**config.mk**
```make
export PLATFORM = sky130hd
export DESIGN_NAME = dense_forward
export DESIGN_NICKNAME = d
export VERILOG_FILES = /design/src/rtl/dense_forward.sv
export SDC_FILE = /design/constraint.sdc
export NUM_CORES = 1
export LEC_CHECK = 0
export BUFFER_PORTS_ARGS = -buffer_cell sky130_fd_sc_hd__buf_4
export CORE_UTILIZATION = 59
export CTS_BUF_LIST = sky130_fd_sc_hd__clkbuf_16
export CTS_CLUSTER_SIZE = 20
export DETAILED_ROUTE_END_ITERATION = 6
export PLACE_DENSITY = 0.84
export SLEW_MARGIN = 10
export SYNTH_ARGS = -nofsm -noshare
export SYNTH_HDL_FRONTEND = slang
export SYNTH_SLANG_ARGS = --single-unit
```
**constraint.sdc**
```tcl
create_clock -name clk -period 12.29 [get_ports clk]
set_clock_uncertainty 0.1 [all_clocks]
set_input_delay 0 -clock clk [delete_from_list [all_inputs] [get_ports clk]]
set_output_delay 0 -clock clk [all_outputs]
set_load 0.02 [all_outputs]
```
**src/rtl/dense_forward.sv**
```systemverilog
// dense_forward: sequential single-neuron dense evaluator.
// Computes y = bias + sum(weight[i] * x[i]) over `size` signed fixed-point
// elements, one multiply-accumulate per cycle, with a saturating conversion
// back to the data_size-bit format on the final MAC cycle.
//
// Handshake (both ports): a transfer happens on a rising edge where valid and
// ready are both high. in_ready is high only in IDLE and never while rst is
// high. out_valid, once raised, holds with y/overflow stable until the edge
// where out_ready is seen high. Producers may change inputs freely after the
// accept edge; the operands are captured internally.
//
// Operation timeline: accept edge T0 loads the operands and the scaled bias.
// Edges T1..T(size) each add one product. The edge T(size) also registers
// the converted result and raises out_valid. The first edge with out_ready
// high returns the block to IDLE, so a new accept can land one cycle later.
module dense_forward #(
   parameter int size      = 3,
   parameter int data_size = 16,
   parameter int frac_bits = 8
) (
   input  logic                      clk,
   input  logic                      rst,
   input  logic                      in_valid,
   output logic                      in_ready,
   input  logic [size*data_size-1:0] weight,
   input  logic [size*data_size-1:0] x,
   input  logic [data_size-1:0]      bias,
   output logic                      out_valid,
   input  logic                      out_ready,
   output logic [data_size-1:0]      y,
   output logic                      overflow,
   output logic [1:0]                dbg_state
);

   // Element width, accumulator width and element-index width.
   // The accumulator carries full products plus enough guard bits to sum
   // size products and the scaled bias without wrapping.
   localparam int DW = data_size;
   localparam int PW = 2 * data_size;
   localparam int AW = 2 * data_size + $clog2(size + 1);
   localparam int IW = (size > 1) ? $clog2(size) : 1;

   localparam logic [IW-1:0] LAST_IDX = IW'(size - 1);

   // Saturation limits of the output format, expressed at accumulator width.
   localparam logic signed [AW-1:0] SAT_MAX = {{(AW-DW+1){1'b0}}, {(DW-1){1'b1}}};
   localparam logic signed [AW-1:0] SAT_MIN = {{(AW-DW+1){1'b1}}, {(DW-1){1'b0}}};

   typedef enum logic [1:0] {
      S_IDLE = 2'd0,
      S_MAC  = 2'd1,
      S_DONE = 2'd2
   } state_t;

   state_t                    r_state;
   logic [size*DW-1:0]        r_w;
   logic [size*DW-1:0]        r_x;
   logic signed [AW-1:0]      r_acc;
   logic [IW-1:0]             r_idx;
   logic                      r_out_valid;
   logic [DW-1:0]             r_y;
   logic                      r_ov;

   logic signed [DW-1:0]      w_w_elem;
   logic signed [DW-1:0]      w_x_elem;
   logic signed [PW-1:0]      w_prod;
   logic signed [AW-1:0]      w_prod_ext;
   logic signed [AW-1:0]      w_sum;
   logic signed [AW-1:0]      w_bias_ext;
   logic signed [AW-1:0]      w_acc_init;
   logic signed [AW-1:0]      w_shifted;
   logic [DW-1:0]             w_y_sat;
   logic                      w_ov;

   // Ready only while idle; reset always wins over an accept.
   assign in_ready  = (r_state == S_IDLE) && !rst;
   assign out_valid = r_out_valid;
   assign y         = r_y;
   assign overflow  = r_ov;
   assign dbg_state = r_state;

   // Pick the operand pair addressed by the current MAC index.
   always_comb begin
      w_w_elem = '0;
      w_x_elem = '0;
      for (int i = 0; i < size; i++) begin
         if (r_idx == IW'(i)) begin
            w_w_elem = r_w[i*DW +: DW];
            w_x_elem = r_x[i*DW +: DW];
         end
      end
   end

   // Full-width signed product and the running sum it feeds.
   always_comb begin
      w_prod     = w_w_elem * w_x_elem;
      w_prod_ext = {{(AW-PW){w_prod[PW-1]}}, w_prod};
      w_sum      = r_acc + w_prod_ext;
   end

   // Bias moved into product scale (frac_bits more fractional bits).
   always_comb begin
      w_bias_ext = {{(AW-DW){bias[DW-1]}}, bias};
      w_acc_init = w_bias_ext <<< frac_bits;
   end

   // Final conversion: floor back to the data format, then clamp.
   always_comb begin
      w_shifted = w_sum >>> frac_bits;
      w_y_sat   = w_shifted[DW-1:0];
      w_ov      = 1'b0;
      if (w_shifted > SAT_MAX) begin
         w_y_sat = SAT_MAX[DW-1:0];
         w_ov    = 1'b1;
      end else if (w_shifted < SAT_MIN) begin
         w_y_sat = SAT_MIN[DW-1:0];
         w_ov    = 1'b1;
      end
   end

   // Control FSM with operand capture, MAC datapath and registered result.
   always_ff @(posedge clk) begin
      if (rst) begin
         r_state     <= S_IDLE;
         r_w         <= '0;
         r_x         <= '0;
         r_acc       <= '0;
         r_idx       <= '0;
         r_out_valid <= 1'b0;
         r_y         <= '0;
         r_ov        <= 1'b0;
      end else begin
         case (r_state)
            S_IDLE: begin
               if (in_valid) begin
                  r_w     <= weight;
                  r_x     <= x;
                  r_acc   <= w_acc_init;
                  r_idx   <= '0;
                  r_state <= S_MAC;
               end
            end
            S_MAC: begin
               r_acc <= w_sum;
               if (r_idx == LAST_IDX) begin
                  r_y         <= w_y_sat;
                  r_ov        <= w_ov;
                  r_out_valid <= 1'b1;
                  r_idx       <= '0;
                  r_state     <= S_DONE;
               end else begin
                  r_idx <= r_idx + IW'(1);
               end
            end
            S_DONE: begin
               // Result is held until the consumer takes it; new requests wait.
               if (out_ready) begin
                  r_out_valid <= 1'b0;
                  r_state     <= S_IDLE;
               end
            end
            default: begin
               r_state <= S_IDLE;
            end
         endcase
      end
   end

endmodule

```
# Word-level counts from Yosys, hierarchy flattened
# Cells that the tools add are included.
dict set report totals {
  regBits 152
  latchBits 0
  ram_bits 0
  rom_bits 0
  inputBits 116
  out_inout_bits 21
  wordCells 53
  memories 0
}
dict set report classes {
  addsub 2
  n_mul 1
  div 0
  n_lt_le_gt_ge 2
  n_eq_ne 7
  shifts 0
  muxes 22
  n_bitwise 0
  reduce_logical 11
}
# cell n
set op_table {}
lappend op_table {{two-way mux 16 bit} 8}
lappend op_table {{one-hot mux 34 bit (2 select lines)} 1}
lappend op_table {{adder 34 x 32 -> 34 bit} 1}
lappend op_table {{two-way mux 34 bit} 1}
lappend op_table {{multiplier 16 x 16 -> 32 bit} 1}
lappend op_table {{> comparator 26 x 16 -> 1 bit (second input constant)} 1}
lappend op_table {{less-than comparator 26 x 16 -> 1 bit (second input constant)} 1}
lappend op_table {{two-way mux 2 bit} 5}
lappend op_table {{!= test 2 bit (second input constant)} 3}
lappend op_table {{one-hot mux 2 bit (3 select lines)} 1}
lappend op_table {{AND reduction 2 bit} 3}
lappend op_table {{AND reduction 3 bit} 2}
lappend op_table {{== test 2 x 1 -> 1 bit (second input constant)} 2}
lappend op_table {{== test 2 bit (second input constant)} 2}
lappend op_table {{zero test 2 bit} 2}
lappend op_table {{two-way mux 1 bit} 4}
lappend op_table {{one-hot mux 2 bit (2 select lines)} 1}
lappend op_table {{nonzero test 2 bit} 2}
lappend op_table {{adder 2 x 1 -> 2 bit (second input constant)} 1}
lappend op_table {{one-hot mux 1 bit (2 select lines)} 1}
lappend op_table {{logical AND 1 bit} 1}
lappend op_table {{zero test 1 bit} 1}

# Longest topological paths before layout
dict set report logic_depth {
  word_depth 9
  ltp_mapped 32
  mapped_depth_nobuf 27
}

# Worst setup path before layout
# Ideal clock, no wire load.
dict set report synth_timing {
  path_type {flip-flop to flip-flop}
  start {register r_idx[0]}
  end {register r_y[14] (netlist: y[14])}
  setup_time_ns 0.143
  arrival_time_ns 8.327
  required_time_ns 12.047
  slack_ns 3.719
  stages_incl_launch_ff 31
  path_buffers 6
  synth_period_minus_slack_ns 8.571
  cell_sequence {dfxtp_1 > buf_2 > buf_1 > buf_1 > clkbuf_1 > o22ai_1 > nand2_1 > inv_1 > fa_1 > inv_1 > fa_1 > inv_1 > fa_1 > inv_1 > fa_1 > fa_1 > fa_1 > inv_1 > ha_1 > clkbuf_1 > and3_1 > nand4_1 > a2111oi_2 > nor2_1 > a21bo_1 > xnor2_1 > or3_1 > or4_4 > o21ai_4 > buf_6 > o32ai_1}
}
dict set report synth_via {
  elab_chain_len 9
  elab_cells_between_ends 16
  classes_between {1 x add/sub; 1 x mul; 2 x order compare; 2 x eq/ne; 8 x mux; 2 x reduce/logical}
}
# element line_no
set synth_rtl {}
lappend synth_rtl {{start: declaration} 59} ;# logic [IW-1:0] r_idx;
lappend synth_rtl {{start signal: assignment} 152} ;# r_idx <= r_idx + IW'(1);
lappend synth_rtl {{zero test 2 bit} 87} ;# if (r_idx == IW'(i)) begin
lappend synth_rtl {{two-way mux 16 bit (3 in series)} 87}
lappend synth_rtl {{multiplier 16 x 16 -> 32 bit} 96} ;# w_prod = w_w_elem * w_x_elem;
lappend synth_rtl {{adder 34 x 32 -> 34 bit} 98} ;# w_sum = r_acc + w_prod_ext;
lappend synth_rtl {{less-than comparator 26 x 16 -> 1 bit} 115} ;# end else if (w_shifted < SAT_MIN) begin
lappend synth_rtl {{two-way mux 16 bit} 115}
lappend synth_rtl {{two-way mux 16 bit} 112} ;# if (w_shifted > SAT_MAX) begin
lappend synth_rtl {{end signal: assignment} 146} ;# r_y <= w_y_sat;
lappend synth_rtl {{end: declaration} 61} ;# logic [DW-1:0] r_y;
# Several ways; a longest one is shown, not always the timed one.
# A chain may end at the register's enable or synchronous reset.

# Worst setup path in the final report
dict set report layout_timing {
  start {register r_idx[1]}
  end {register r_y[9] (netlist: y[9])}
}
# The elaborated chain is that of the path after synthesis.

==> impl_metrics.json <==
{
  "ys_seq_area_share_pct": 17.1,
  "start_kind": "register",
  "violations": "DRC",
  "ys.flop_type": "dfxtp_1",
  "gp_congestion": 0.939,
  "fillers": 2173,
  "drv_slew": 0,
  "start_util_pct": 59.9,
  "reg2reg_from": "r_idx[1]$_SDFFE_PP0P_",
  "critPathRequiredTime_ns": 12.49,
  "power.density_mw_per_mm2": 112,
  "r2r_slack_ns": 2.60,
  "slew_headroom_pct": 19.6,
  "cts_resized": 0,
  "critPathKind": "register to register",
  "die_h_um": 175,
  "max_cap_violations": 0,
  "first_global_vias": 16700,
  "cts_setup_buffers": 0,
  "setup_violations": 0,
  "clk_path_buf_depth": 2,
  "synth_top_area_share_pct": 34.4,
  "clkLatencyLatePin_ns": 0.47,
  "period_needed_ns": 9.69,
  "outcome": "finished, violations left",
  "antenna_left": 0,
  "max_freq_ghz": 0.103,
  "std_cell_rows": 63,
  "dp_slack_ns": 2.95,
  "min_to": "r_acc[27]$_SDFFE_PP0P_",
  "finalWirelength_um": 52600,
  "drcViolationCount": 11,
  "total_leakage_power_nw": 9.85,
  "hpwl_um": 37600,
  "cts.sinks": 152,
  "drt_pre_antenna_iters": 7,
  "cp-end-kind": "register",
  "dieWidth_um": 175,
  "antenna_found_initial": 2,
  "fin_crit_sh_pct": 78.8,
  "rr_worst_depth": 26,
  "syn_nets": 2628,
  "via_per_inst": 5.94,
  "tightestPinTransition_ns": 1.20,
  "syn_inst": 2105,
  "vdd_drop_max_uv": 93.5,
  "hold_viol_final": 0,
  "htree_levels": 4,
  "final.setup.tns_ns": 0,
  "worst_slack_ns": 2.60,
  "grt_overflow": 0,
  "hold_path_class": "input pin to register",
  "final_layout_size_suffix_gt1_share_pct": 8.82,
  "synth_area_leaders": "fa_1, dfxtp_1, nand2_1, inv_1, ha_1",
  "wl_per_cell_um": 19.6,
  "critPathArrivalTime_ns": 9.89,
  "cts_buffers": 17,
  "ys_async_sr_fraction_pct": 0,
  "dieArea_mm2": 0.0308,
  "min_from": "rst",
  "yosys_register_bits": 152,
  "synth-edff-count": 0,
  "grt_first_pass_wirelength_um": 83200,
  "rsz0062_at_grt": "false",
  "grt_use_total_pct": 35.1,
  "yosysWarnings": 0,
  "crit_fanout": 56,
  "core_mm2": 0.0296,
  "nNetsFinal": 2801,
  "yosysTopAreaCell": "fa_1",
  "yosysUniqueCellTypes": 64,
  "avgSynthCellArea_um2": 8.44,
  "hold_buffers": 115,
  "grt_max_degree": 109,
  "cts_tree": "yes",
  "vias": 15900,
  "area_delta_synth_final_pct": 16.8,
  "timing.rr.end": "y[9]$_SDFFE_PP0P_",
  "netlist_area_mm2": 0.0178,
  "path_clk_slew_ns": 0.08,
  "ios": 137,
  "portBuffers": 136,
  "min_path_cells": 2,
  "drtIter0Drc": 1506,
  "cts-root-buf": "clkbuf_16"
}
==> how the worst max path moves through the flow <==
| stage | from | endpoint | slack, ns | depth (start not counted) |
|---|---|---|---|---|
| final | r_idx[1]$_SDFFE_PP0P_ | y[9]$_SDFFE_PP0P_ | 2.60 | 26 |
| after global routing | r_idx[1]$_SDFFE_PP0P_ | y[10]$_SDFFE_PP0P_ | 2.13 | 26 |
| after CTS | r_idx[1]$_SDFFE_PP0P_ | y[9]$_SDFFE_PP0P_ | 2.86 | 26 |
| after detailed placement | r_idx[1]$_SDFFE_PP0P_ | y[10]$_SDFFE_PP0P_ | 2.95 | 26 |
| after global placement | r_idx[1]$_SDFFE_PP0P_ | y[2]$_SDFFE_PP0P_ | 3.15 | 26 |
| after floorplan | r_idx[0]$_SDFFE_PP0P_ | y[14]$_SDFFE_PP0P_ | 3.72 | 30 |
==> critical path: stages (launching register included) <==
cell and delay [ns]:
dfxtp_2 0.72, buf_4 0.54, nand2_1 0.13, o22ai_1 0.73, nand2_1 0.27, inv_1 0.17
fa_1 0.35, inv_1 0.14, fa_1 0.75, inv_1 0.18, fa_1 0.50, inv_1 0.06
fa_1 0.55, fa_1 0.43, fa_1 0.48, inv_1 0.04, ha_1 0.46, and3_1 0.30
nand4_1 0.13, a2111oi_2 0.46, nor2_1 0.22, a21bo_1 0.22, xnor2_1 0.16, or3_1 0.35
or4_4 0.44, o21ai_4 0.44, o32ai_1 0.18
==> metal layers <==
metal  GRT usage [%]  wire, µm  vias up
li1                -         -     6931
met2            59.2     26200      918
met5               0         0        -
met1            40.0     18100     7796
met4            22.7      3660        0
met3            8.05      4620      300
==> state kept, by name, summed over array words and instances (netlist names) <==
| register | flops |
|---|---|
| r_idx | 2 |
| overflow | 1 |
| y | 16 |
| dbg_state | 2 |
| out_valid | 1 |
| r_acc | 34 |
| r_x | 48 |
| r_w | 48 |
==> per-stage QoR <==
step / area, µm² / power, W / std cells / util (%) / hold WS (ns)
6_report: 20700 / 0.00232 / 2683 / 70.0 / 0.0222
5_1_grt: 20700 / 0.00246 / 2682 / 70.0 / 0.0349
4_1_cts: 20700 / 0.00229 / 2680 / 70.0 / 0.0105
3_5_place_dp: 18900 / 0.00167 / 2534 / 63.9 / 0.155
3_3_place_gp: 18900 / 0.00165 / 2534 / 63.9 / 0.149
2_1_floorplan: 17800 / 0.00136 / 2105 / - / 0.0360
==> synth_stat cells, types with 7 or more instances <==
library cell	instances
xor2_1	14
nand3_1	13
xnor2_1	24
clkbuf_1	87
mux2i_1	35
o22ai_1	24
a311oi_1	14
fa_1	305
a21o_1	12
buf_1	16
nand2_1	397
inv_1	358
ha_1	102
o22a_1	29
and2_1	9
a221oi_1	9
nand2b_1	14
o21ai_0	16
a21oi_1	144
a211oi_1	10
nor3_1	7
nor2_1	211
o32ai_1	15
dfxtp_1	152
==> cell families (layout without fill, tap and decap cells) <==
| group | count (synthesis) | in the layout | synth area share (%) |
|---|---|---|---|
| XOR/XNOR | 38 | 38 | 1.87 |
| flip-flops | 152 | 152 | 17.1 |
| AND/OR/NAND/NOR | 690 | 690 | 15.7 |
| other | 0 | 3 | 0 |
| multiplexers | 35 | 35 | 1.97 |
| adder cells (fa/ha/maj) | 407 | 407 | 41.6 |
| AO/OA/AOI/OAI | 316 | 316 | 11.8 |
| buffers and inverters | 467 | 652 | 9.95 |
==> final cells by class <==
class / count / area [µm²] / area share, %
well taps: 390 / 488 / 2.35
inverters: 358 / 1340 / 6.48
diodes: 3 / 7.51 / 0.0362
clock inverters: 14 / 209 / 1.01
repair buffers: 263 / 2260 / 10.9
flip-flops and latches: 152 / 3050 / 14.7
multi-input cells: 1486 / 13000 / 62.5
clock buffers: 17 / 425 / 2.05
==> cells in the final DEF (no fill, tap or decap), drive strengths merged, types with 5 or more instances in the layout <==
master	n
nand2	397
inv	365
fa	305
nor2	211
dfxtp	152
buf	148
a21oi	147
dlygate4sd3	115
ha	102
mux2i	35
o22a	29
o22ai	24
xnor2	24
o21ai	21
clkbuf	17
o32ai	15
a311oi	15
nand2b	14
xor2	14
nand3	13
a21o	12
a211oi	12
and2	10
a221oi	9
nor3	7
or2	7
and3	6
nand4	6
o21a	6
nor2b	5
a31oi	5
==> power by group <==
part | total (W) | leakage (nW) | internal [W] | switching [W]
registers | 0.000568 | 1.25 | 0.000531 | 0.0000363
logic | 0.00115 | 8.29 | 0.000437 | 0.000715
clock network | 0.000597 | 0.310 | 0.000329 | 0.000268
Power figures use the tool's default switching activity.
